--- src/rtl/mult_div_unit_pkg.sv ---
// Shared definitions for the multiply/divide unit.
//   DEF_WIDTH  default operand width
//   state_e    FSM state encoding (also decoded by control_unit)
//   cnt_width  step-counter width for a given operand width
package mult_div_unit_pkg;

  localparam int DEF_WIDTH = 32;

  typedef enum logic [2:0] {
    IDLE = 3'd0,
    MULT = 3'd1,
    DIV  = 3'd2,
    FIX  = 3'd3,
    DONE = 3'd4
  } state_e;

  // One extra bit so the counter can hold WIDTH itself.
  function automatic int cnt_width(input int w);
    return $clog2(w) + 1;
  endfunction

endpackage

--- src/rtl/mult_div_unit_if.sv ---
// Request/response bundle between control_unit and mult_div_unit.
//   MULT_on/DIV_on  start strobes (master -> unit)
//   A_in/B_in       operands      (master -> unit)
//   Hi_out/Lo_out   result halves (unit -> master)
//   busy/done       progress      (unit -> master)
//   div_zero        divide-by-zero pulse, coincident with done
interface mult_div_unit_if #(
  parameter int WIDTH = 32
);
  logic             MULT_on;
  logic             DIV_on;
  logic [WIDTH-1:0] A_in;
  logic [WIDTH-1:0] B_in;
  logic [WIDTH-1:0] Hi_out;
  logic [WIDTH-1:0] Lo_out;
  logic             busy;
  logic             done;
  logic             div_zero;

  modport master (
    output MULT_on, DIV_on, A_in, B_in,
    input  Hi_out, Lo_out, busy, done, div_zero
  );

  modport slave (
    input  MULT_on, DIV_on, A_in, B_in,
    output Hi_out, Lo_out, busy, done, div_zero
  );
endinterface

--- src/rtl/mult_div_unit_div_step.sv ---
// One restoring-division step on unsigned magnitudes.
//   rem_in   partial remainder (always < divisor, so WIDTH bits suffice)
//   in_bit   next dividend bit shifted in from the top
//   divisor  divisor magnitude, WIDTH+1 bits so |0x80000000| is representable
//   rem_out  next partial remainder
//   q_bit    quotient bit produced by this step
module mult_div_unit_div_step #(
  parameter int WIDTH = 32
) (
  input  logic [WIDTH-1:0] rem_in,
  input  logic             in_bit,
  input  logic [WIDTH:0]   divisor,
  output logic [WIDTH-1:0] rem_out,
  output logic             q_bit
);
  logic [WIDTH:0] shifted;

  assign shifted = {rem_in, in_bit};
  assign q_bit   = (shifted >= divisor);
  // Either result is below the divisor, so the top bit is always zero.
  assign rem_out = WIDTH'(q_bit ? (shifted - divisor) : shifted);
endmodule

--- src/rtl/mult_div_unit.sv ---
// Multicycle signed MULT/DIV unit.
//   clk    rising-edge clock
//   reset  synchronous, active-low
//   bus    slave side of mult_div_unit_if (strobes, operands, {Hi,Lo}, busy,
//          done, div_zero)
// MULT: radix-2 Booth, one step per cycle, done WIDTH+1 cycles after the start.
// DIV : restoring division on magnitudes, then a sign fix-up cycle, done
//       WIDTH+2 cycles after the start. Divide by zero finishes in one cycle with
//       div_zero set and the previous result kept.
module mult_div_unit
  import mult_div_unit_pkg::*;
#(
  parameter int WIDTH = DEF_WIDTH
) (
  input  logic             clk,
  input  logic             reset,
  mult_div_unit_if.slave   bus
);
  localparam int                 CNT_W = cnt_width(WIDTH);
  localparam logic [CNT_W-1:0]   LAST  = CNT_W'(WIDTH - 1);

  state_e           state;
  logic [CNT_W-1:0] count;

  // q is shared: Booth multiplier register in MULT, dividend/quotient in DIV.
  logic [WIDTH-1:0] q;
  logic             q_1;
  logic [WIDTH:0]   acc;    // one guard bit so min*min cannot overflow
  logic [WIDTH:0]   mcand;
  logic [WIDTH-1:0] rem;
  logic [WIDTH:0]   dvsr;
  logic             sign_a, sign_b;

  // Booth step on {acc,q,q_1}
  logic [WIDTH:0]   booth_sum, acc_nx;
  logic [WIDTH-1:0] q_nx;
  logic             q_1_nx;

  always_comb begin
    booth_sum = acc;
    case ({q[0], q_1})
      2'b01:   booth_sum = acc + mcand;
      2'b10:   booth_sum = acc - mcand;
      default: booth_sum = acc;
    endcase
    // Arithmetic right shift of the whole chain.
    {acc_nx, q_nx, q_1_nx} = {booth_sum[WIDTH], booth_sum, q};
  end

  // Operand magnitudes for DIV.
  logic [WIDTH-1:0] a_mag;
  logic [WIDTH:0]   b_ext, b_mag;

  assign a_mag = bus.A_in[WIDTH-1] ? -bus.A_in : bus.A_in;
  assign b_ext = {bus.B_in[WIDTH-1], bus.B_in};
  assign b_mag = b_ext[WIDTH] ? -b_ext : b_ext;

  logic [WIDTH-1:0] rem_nx;
  logic             q_bit;

  mult_div_unit_div_step #(.WIDTH(WIDTH)) u_div_step (
    .rem_in  (rem),
    .in_bit  (q[WIDTH-1]),
    .divisor (dvsr),
    .rem_out (rem_nx),
    .q_bit   (q_bit)
  );

  // Sign fix-up: quotient negative when signs differ, remainder follows dividend.
  logic [WIDTH-1:0] quo_fix, rem_fix;

  assign quo_fix = (sign_a ^ sign_b) ? -q : q;
  assign rem_fix = sign_a ? -rem : rem;

  always_ff @(posedge clk) begin
    if (!reset) begin
      state        <= IDLE;
      count        <= '0;
      q            <= '0;
      q_1          <= 1'b0;
      acc          <= '0;
      mcand        <= '0;
      rem          <= '0;
      dvsr         <= '0;
      sign_a       <= 1'b0;
      sign_b       <= 1'b0;
      bus.Hi_out   <= '0;
      bus.Lo_out   <= '0;
      bus.busy     <= 1'b0;
      bus.done     <= 1'b0;
      bus.div_zero <= 1'b0;
    end else begin
      // done/div_zero are set only on entry to DONE, which lasts one cycle.
      bus.done     <= 1'b0;
      bus.div_zero <= 1'b0;
      case (state)
        IDLE: begin
          if (bus.MULT_on) begin
            mcand    <= {bus.A_in[WIDTH-1], bus.A_in};
            q        <= bus.B_in;
            q_1      <= 1'b0;
            acc      <= '0;
            count    <= '0;
            bus.busy <= 1'b1;
            state    <= MULT;
          end else if (bus.DIV_on) begin
            if (bus.B_in == '0) begin
              bus.done     <= 1'b1;
              bus.div_zero <= 1'b1;
              state        <= DONE;
            end else begin
              q        <= a_mag;
              dvsr     <= b_mag;
              rem      <= '0;
              sign_a   <= bus.A_in[WIDTH-1];
              sign_b   <= bus.B_in[WIDTH-1];
              count    <= '0;
              bus.busy <= 1'b1;
              state    <= DIV;
            end
          end
        end
        MULT: begin
          acc   <= acc_nx;
          q     <= q_nx;
          q_1   <= q_1_nx;
          count <= count + CNT_W'(1);
          if (count == LAST) begin
            // Last step: register the product straight from the step output.
            bus.Hi_out <= acc_nx[WIDTH-1:0];
            bus.Lo_out <= q_nx;
            bus.done   <= 1'b1;
            bus.busy   <= 1'b0;
            state      <= DONE;
          end
        end
        DIV: begin
          rem   <= rem_nx;
          q     <= {q[WIDTH-2:0], q_bit};
          count <= count + CNT_W'(1);
          if (count == LAST) state <= FIX;
        end
        FIX: begin
          bus.Hi_out <= rem_fix;
          bus.Lo_out <= quo_fix;
          bus.done   <= 1'b1;
          bus.busy   <= 1'b0;
          state      <= DONE;
        end
        DONE:    state <= IDLE;
        default: state <= IDLE;
      endcase
    end
  end
endmodule

--- src/flat_wrapper.sv ---
// flat-port wrapper written by rule: the top's interface ports become plain ports
module mult_div_unit_flat import mult_div_unit_pkg::*;
#(
  parameter int WIDTH = DEF_WIDTH
)
  (clk, reset, bus_MULT_on, bus_DIV_on, bus_A_in, bus_B_in, bus_Hi_out, bus_Lo_out, bus_busy, bus_done, bus_div_zero);
  mult_div_unit_if #(.WIDTH(WIDTH)) bus_i ();
  input  logic clk;
  input  logic reset;
  input wire logic [$bits(bus_i.MULT_on)-1:0] bus_MULT_on;
  input wire logic [$bits(bus_i.DIV_on)-1:0] bus_DIV_on;
  input wire logic [$bits(bus_i.A_in)-1:0] bus_A_in;
  input wire logic [$bits(bus_i.B_in)-1:0] bus_B_in;
  output wire logic [$bits(bus_i.Hi_out)-1:0] bus_Hi_out;
  output wire logic [$bits(bus_i.Lo_out)-1:0] bus_Lo_out;
  output wire logic [$bits(bus_i.busy)-1:0] bus_busy;
  output wire logic [$bits(bus_i.done)-1:0] bus_done;
  output wire logic [$bits(bus_i.div_zero)-1:0] bus_div_zero;
  assign bus_i.MULT_on = bus_MULT_on;
  assign bus_i.DIV_on = bus_DIV_on;
  assign bus_i.A_in = bus_A_in;
  assign bus_i.B_in = bus_B_in;
  assign bus_Hi_out = bus_i.Hi_out;
  assign bus_Lo_out = bus_i.Lo_out;
  assign bus_busy = bus_i.busy;
  assign bus_done = bus_i.done;
  assign bus_div_zero = bus_i.div_zero;
  mult_div_unit #(.WIDTH(WIDTH)) u_core (.clk(clk), .reset(reset), .bus(bus_i));
endmodule
--- config.mk ---
export PLATFORM = sky130hd
export DESIGN_NAME = mult_div_unit_flat
export DESIGN_NICKNAME = d
export VERILOG_FILES = /design/src/rtl/mult_div_unit_pkg.sv /design/src/rtl/mult_div_unit_if.sv /design/src/rtl/mult_div_unit_div_step.sv /design/src/rtl/mult_div_unit.sv /design/src/flat_wrapper.sv
export SDC_FILE = /design/constraint.sdc
export NUM_CORES = 1
export LEC_CHECK = 0
export CORE_ASPECT_RATIO = 1.2
export CORE_MARGIN = 2
export CORE_UTILIZATION = 40
export CTS_CLUSTER_DIAMETER = 30
export DETAILED_ROUTE_END_ITERATION = 16
export GPL_TIMING_DRIVEN = 0
export SYNTH_ARGS = -nofsm -noshare
export SYNTH_HDL_FRONTEND = slang
export SYNTH_SLANG_ARGS = --single-unit
--- constraint.sdc ---
create_clock -name clk -period 5.3 [get_ports clk]
set_clock_uncertainty 0.05 [all_clocks]
set_input_delay 1.06 -clock clk [delete_from_list [all_inputs] [get_ports clk]]
set_output_delay 1.06 -clock clk [all_outputs]
set_load 0.01 [all_outputs]
Word-level counts from Yosys, hierarchy flattened
Index checks and enable logic that the tools add are counted.
{"block": "op_classes", "n_mux": 42, "eq_ne": 14, "magnitude_cmp": 1, "multipliers": 0, "bitwise_logic": 3, "div_mod_pow": 0, "n_reduce_logical": 19, "n_shift": 0, "add_sub_neg": 8}
{"op": "$mux 32", "n": 12}
{"op": "$pmux 32 s2", "n": 3}
{"op": "$pmux 33 s2", "n": 2}
{"op": "$neg 32->32", "n": 3}
{"op": "$pmux 32 s3", "n": 1}
{"op": "$mux 33", "n": 2}
{"op": "$add 33x33->33", "n": 1}
{"op": "$ge 33x33->1", "n": 1}
{"op": "$neg 33->33", "n": 1}
{"op": "$sub 33x33->33", "n": 1}
{"op": "$logic_not 32->1", "n": 1}
{"op": "$sub 32x32->32", "n": 1}
{"op": "$mux 6", "n": 3}
{"op": "$mux 3", "n": 5}
{"op": "$pmux 3 s4", "n": 1}
{"op": "$pmux 6 s2", "n": 1}
{"op": "$reduce_and 4->1", "n": 3}
{"op": "$mux 1", "n": 9}
{"op": "$reduce_and 3->1", "n": 3}
{"op": "$ne 2x2->1 const B", "n": 4}
{"op": "$reduce_and 2->1", "n": 4}
{"op": "$reduce_bool 2->1", "n": 4}
{"op": "$add 6x1->6 const B", "n": 1}
{"op": "$eq 3x2->1 const B", "n": 2}
{"op": "other kinds (13)", "n": 18}
{"block": "totals", "word_cells": 102, "mem_count": 0, "regBits": 241, "ram_bits": 0, "output_inout_bits": 67, "latchBits": 0, "romBits": 0, "in_bits": 68}

Depth between registers and ports, before layout
{"block": "logic_depth", "depth_word": 6, "ltp_mapped": 20, "mapped_depth_nobuf": 19}

By module
From an unflattened synthesis, not the netlist that was laid out.
{"block": "hier_totals", "hier_cells": 2331, "area_unflattened_um2": 17465.5}
{"mod": "mult_div_unit", "instances": 1, "cells_per_inst": 1957, "area_per_inst_um2": 15174.6}
{"mod": "mult_div_unit_div_step", "instances": 1, "cells_per_inst": 374, "area_per_inst_um2": 2290.9}

Least setup slack after synthesis
No wires, ideal clock.
{"block": "synth_timing", "kind": "reg-to-reg", "start": "reg u_core.mcand[9]", "end": "reg u_core.acc[30]", "setup_ps": 120, "stages_incl_launch_ff": 18, "arrival_ps": 4316, "path_buffers": 1, "period_less_slack_ps": 4486, "setup_slack_ps": 814, "cell_sequence": "dfxtp_1 > or4_1 > or3_1 > or4b_1 > nor3_1 > a21oi_1 > xnor2_1 > ha_1 > clkbuf_1 > a21o_1 > a21o_1 > a21o_1 > and2_1 > o21ai_0 > o311a_1 > o221ai_1 > and4b_1 > o31a_1"}
{"block": "synth_between", "elab_chain_cells": 3}
{"element": "start: declaration", "line": "mult_div_unit.sv:29", "text": "logic [WIDTH:0] mcand;"}
{"element": "start signal: assignment", "line": "mult_div_unit.sv:99", "text": "mcand <= {bus.A_in[WIDTH-1], bus.A_in};"}
{"element": "$sub 33x33->33 or $add 33x33->33 (tied branches)", "line": "mult_div_unit.sv:43, mult_div_unit.sv:42"}
{"element": "$pmux 33 s2 (*)", "line": "mult_div_unit.sv:41", "text": "case ({q[0], q_1})"}
{"element": "$pmux 33 s2 (*)", "line": "mult_div_unit.sv:96", "text": "case (state)"}
{"element": "end signal: assignment", "line": "mult_div_unit.sv:124", "text": "acc <= acc_nx;"}
{"element": "end: declaration", "line": "mult_div_unit.sv:28", "text": "logic [WIDTH:0] acc;"}
Every way passes the cells marked *; elsewhere a longest branch is shown, timed or not.
A chain may end at the register's enable or synchronous reset.

Final worst setup path
{"block": "layout_timing", "start": "reg u_core.mcand[9]", "end": "reg u_core.bus.Hi_out[29]"}
{"block": "layout_between", "elab_chain_cells": 4}
{"element": "$sub 33x33->33 or $add 33x33->33 (tied branches)", "line": "mult_div_unit.sv:43, mult_div_unit.sv:42"}
{"element": "$pmux 33 s2 (*)", "line": "mult_div_unit.sv:41"}
{"element": "$mux 32 (*)", "line": "mult_div_unit.sv:128", "text": "if (count == LAST) begin"}
{"element": "$pmux 32 s2 (*)", "line": "mult_div_unit.sv:96"}
{"element": "end signal: assignment", "line": "mult_div_unit.sv:130", "text": "bus.Hi_out <= acc_nx[WIDTH-1:0];"}
{"element": "end signal: assignment", "line": "mult_div_unit.sv:144", "text": "bus.Hi_out <= rem_fix;"}
{"element": "end: declaration", "line": "mult_div_unit_if.sv:27", "text": "output Hi_out, Lo_out, busy, done, div_zero"}
Every way passes the cells marked *; elsewhere a longest branch is shown, timed or not. The select of a mux whose other input is x is not followed.

==> summary.txt <==
initial antenna violation count: 0
Power Total: 8.99 mW
final antenna-violating net count: 0
CTS tree: yes
GRT overflow: 0
worst IR drop on VDD: 0.347 mV
nets@finish: 2583
Critical Path Max Stage Delay: 0.62 ns
Tightest Pin Transition: 1.26 ns
Cells after Synth: 2252
die height: 229 um
DR WL/cell: 22.8 um
hpwl dp: 54200 um
main flop type after synthesis: dfxtp_1
first-pass GRT wire length: 104000 um
Slowest cell on crit path: or4_1
CTS HTree Levels: 2
FP Rows: 82
max cap viols: 0
fin crit share: 95.7%
EDFF count, synth: 0
crit-path max FO: 7
Worst EP arrival: 5.43 ns
Total Routing Usage GR: 30.9%
final count of hold timing violations: 0
Initial Util: 40.4%
FFs w/ async S/R, synth: 0%
Setup-failing EPs final: 0
CP Launch Type: flip-flop
leakage: 7.71 nW
Num CTS Buffers: 56
vias in the first global route: 17500
Pwr Density: 431 nW/um^2
Worst Setup End Kind: flip-flop
Vias/cell: 5.99
core region area: 41700 sq um
layout cell share with drive strength beyond 1: 6.43%
Required @ worst endpoint: 5.66 ns
Mean Syn Cell Area: 7.48 sq um
die footprint: 43800 sq um
# fillers: 4212
area delta synth->final: 23.9%
main area contributors after synthesis: dfxtp_1 29%, nand2_1 6.4%, a21oi_1 6.4%
RePlAce Congestion: 0.988
DRC: 0
Tightest Hold Check Type: flip-flop to flip-flop
Slew Viols, Final: 0
Rel. slew slack: 15.3%
clk root buf: clkbuf_16
Buffers on Ports: 132
Die Span X: 191 um
post-CTS setup buffer count: 0
Clk Latency, worst-skew pair: 0.58 ns
Util after Layout: 50.1%
DR iter-0 viols: 1659
Synth Cell Area: 16800 sq um
Worst R2R Setup Slack: 0.23 ns
status: completed
Min Hold Slack: 0.400 ns
final wirelength: 69300 um
critical path class: flip-flop to flip-flop
#FFs+latches synth: 240
Clock Path Buffers: 3
vias post-DR: 18200
post-synthesis net count: 2394
Synth warnings: 0
Yosys top cell area share: 28.5%
cell taking the most area after synthesis: dfxtp_1
Yosys cell types: 77
CTS Sinks: 240
hold_buf cts: 0
n_diodes: 0
io pins: 135
Final min period: 5.07 ns
register area share after synthesis: 28.5%
first drt pass iteration count: 8
largest net degree at the start of global routing: 15
fmax: 197 MHz
Reg clk slew, reported paths: 0.05 ns
crit-path cells: or4_1, or3_1, or4b_1, nor3b_2, a21oi_1, xnor2_1, ha_1, and3_1, nand2_1, or2_2, a211oi_2, o21ai_0, nand2_1, xnor2_2, nor2_1, a2111oi_1, nor2_1
synthesized netlist by cell type (24+ instances only):
cell type	number
clkbuf_1	134
a211oi_1	45
nor2_1	198
xnor2_1	110
o21ai_0	147
ha_1	72
o31ai_1	35
a22oi_1	34
nand3_1	44
xor2_1	80
nand2_1	289
a21o_1	30
nor3_1	42
or3_1	24
a21oi_1	216
inv_1	78
dfxtp_1	240
where the power goes:
part           switching, mW  internal [mW]
registers              0.178           1.96
clock network           1.14           2.44
logic                   2.09           1.18
layout by cell type, fill, tap and decap left out, types with 12 or more instances in the layout:
cell type        Yosys  final
inv_1               78     78
ha_1                72     71
o211ai_1            14     14
a222oi_1            15     15
clkbuf_1           134    143
nand2_1            289    289
o21ai_0            147    147
dfxtp_1            240    240
nor2_1             198    197
or3_1               24     24
nor3_1              42     40
nand3_1             44     44
o22a_1              21     21
a21oi_1            216    215
nand2b_1            20     20
buf_1               14     14
a21oi_2             11     12
a211oi_1            45     44
and3_1              15     15
xor2_1              80     80
nor2b_1             15     15
clkbuf_16            0     58
a31oi_1             23     23
a21o_1              30     30
o31ai_1             35     35
o221ai_1            18     18
or4_1               14     14
a22o_1              20     20
a221oi_1            20     20
mux2i_1             15     15
nor4_1              16     16
xnor2_1            110    109
nand4_1             14     14
clkdlybuf4s50_1      0    132
o41ai_1             14     14
a22oi_1             34     34
layout make-up:
cell class	instances	area, sq um	share of cell area, %
buffer	162	647	3.10
clock buffer	76	1600	7.66
clock inverter	30	383	1.83
inverter	80	300	1.44
multi-input combinational	1769	11100	53.3
sequential	240	4800	23.0
tap	546	683	3.27
timing repair buffer	132	1320	6.33
metal layers:
layer	track usage [%]	share of wire [%]	vias to the layer above
met4	16.8	5.9	0
met2	51.2	46	782
met3	4.36	6.5	185
li1	-	-	8552
met5	0	0	-
met1	38.3	41	8664
state kept, by name, summed over array words and instances (netlist names):
signal,cells
u_core.acc,32
u_core.bus.Hi_out,32
u_core.bus.Lo_out,32
u_core.bus.busy,1
u_core.bus.div_zero,1
u_core.bus.done,1
u_core.count,6
u_core.dvsr,33
u_core.mcand,32
u_core.q,32
u_core.q_1,1
u_core.rem,32
u_core.sign_a,1
u_core.sign_b,1
u_core.state,3
per-stage QoR:
step,std cells,TNS (ns),setup slack (ns),instance area [sq um]
after global placement,2930,0,0.0632,18800
after global routing,3035,-0.0345,-0.0345,20900
after CTS,3036,0,0.0884,20800
after floorplan,2252,0,0.814,16800
final,3035,0,0.229,20900
after detailed placement,2930,-0.0269,-0.0269,18800
timing repair:
action | in CTS | in global routing
hold endpoints to repair | 0 | 0
setup endpoints to repair | 1 | 11
resized for setup | 1 | 8
pin swaps | 0 | 2
logic make-up (layout without fill, tap and decap cells):
| kind of cell | after synthesis | after routing | share of synthesized area, % |
|---|---|---|---|
| xor+xnor | 190 | 190 | 9.88 |
| flops | 240 | 240 | 28.5 |
| fa+ha+maj | 74 | 74 | 5.59 |
| mux | 19 | 19 | 1.16 |
| simple gates | 739 | 739 | 20.2 |
| compound gates | 747 | 747 | 29.0 |
| buf+inv | 243 | 480 | 5.65 |
final timing paths:
| kind | start | end | cells past startpoint |
|---|---|---|---|
| max | u_core.mcand[9] | u_core.bus.Hi_out[29] | 17 |
| min | u_core.dvsr[30] | u_core.dvsr[30] | 2 |
| max reg2reg | u_core.mcand[9] | u_core.bus.Hi_out[29] | 17 |
| min reg2reg | u_core.dvsr[30] | u_core.dvsr[30] | 2 |
critical path, delay by kind of cell, from the launching register on:
family | cells | cell delay, ns
adder cells (fa/ha/maj) | 1 | 0.43
XOR/XNOR | 2 | 0.31
AND/OR/NAND/NOR | 10 | 2.76
flip-flops | 1 | 0.38
AO/OA/AOI/OAI | 4 | 0.96
Note: power is estimated with default switching activity, not from simulation.
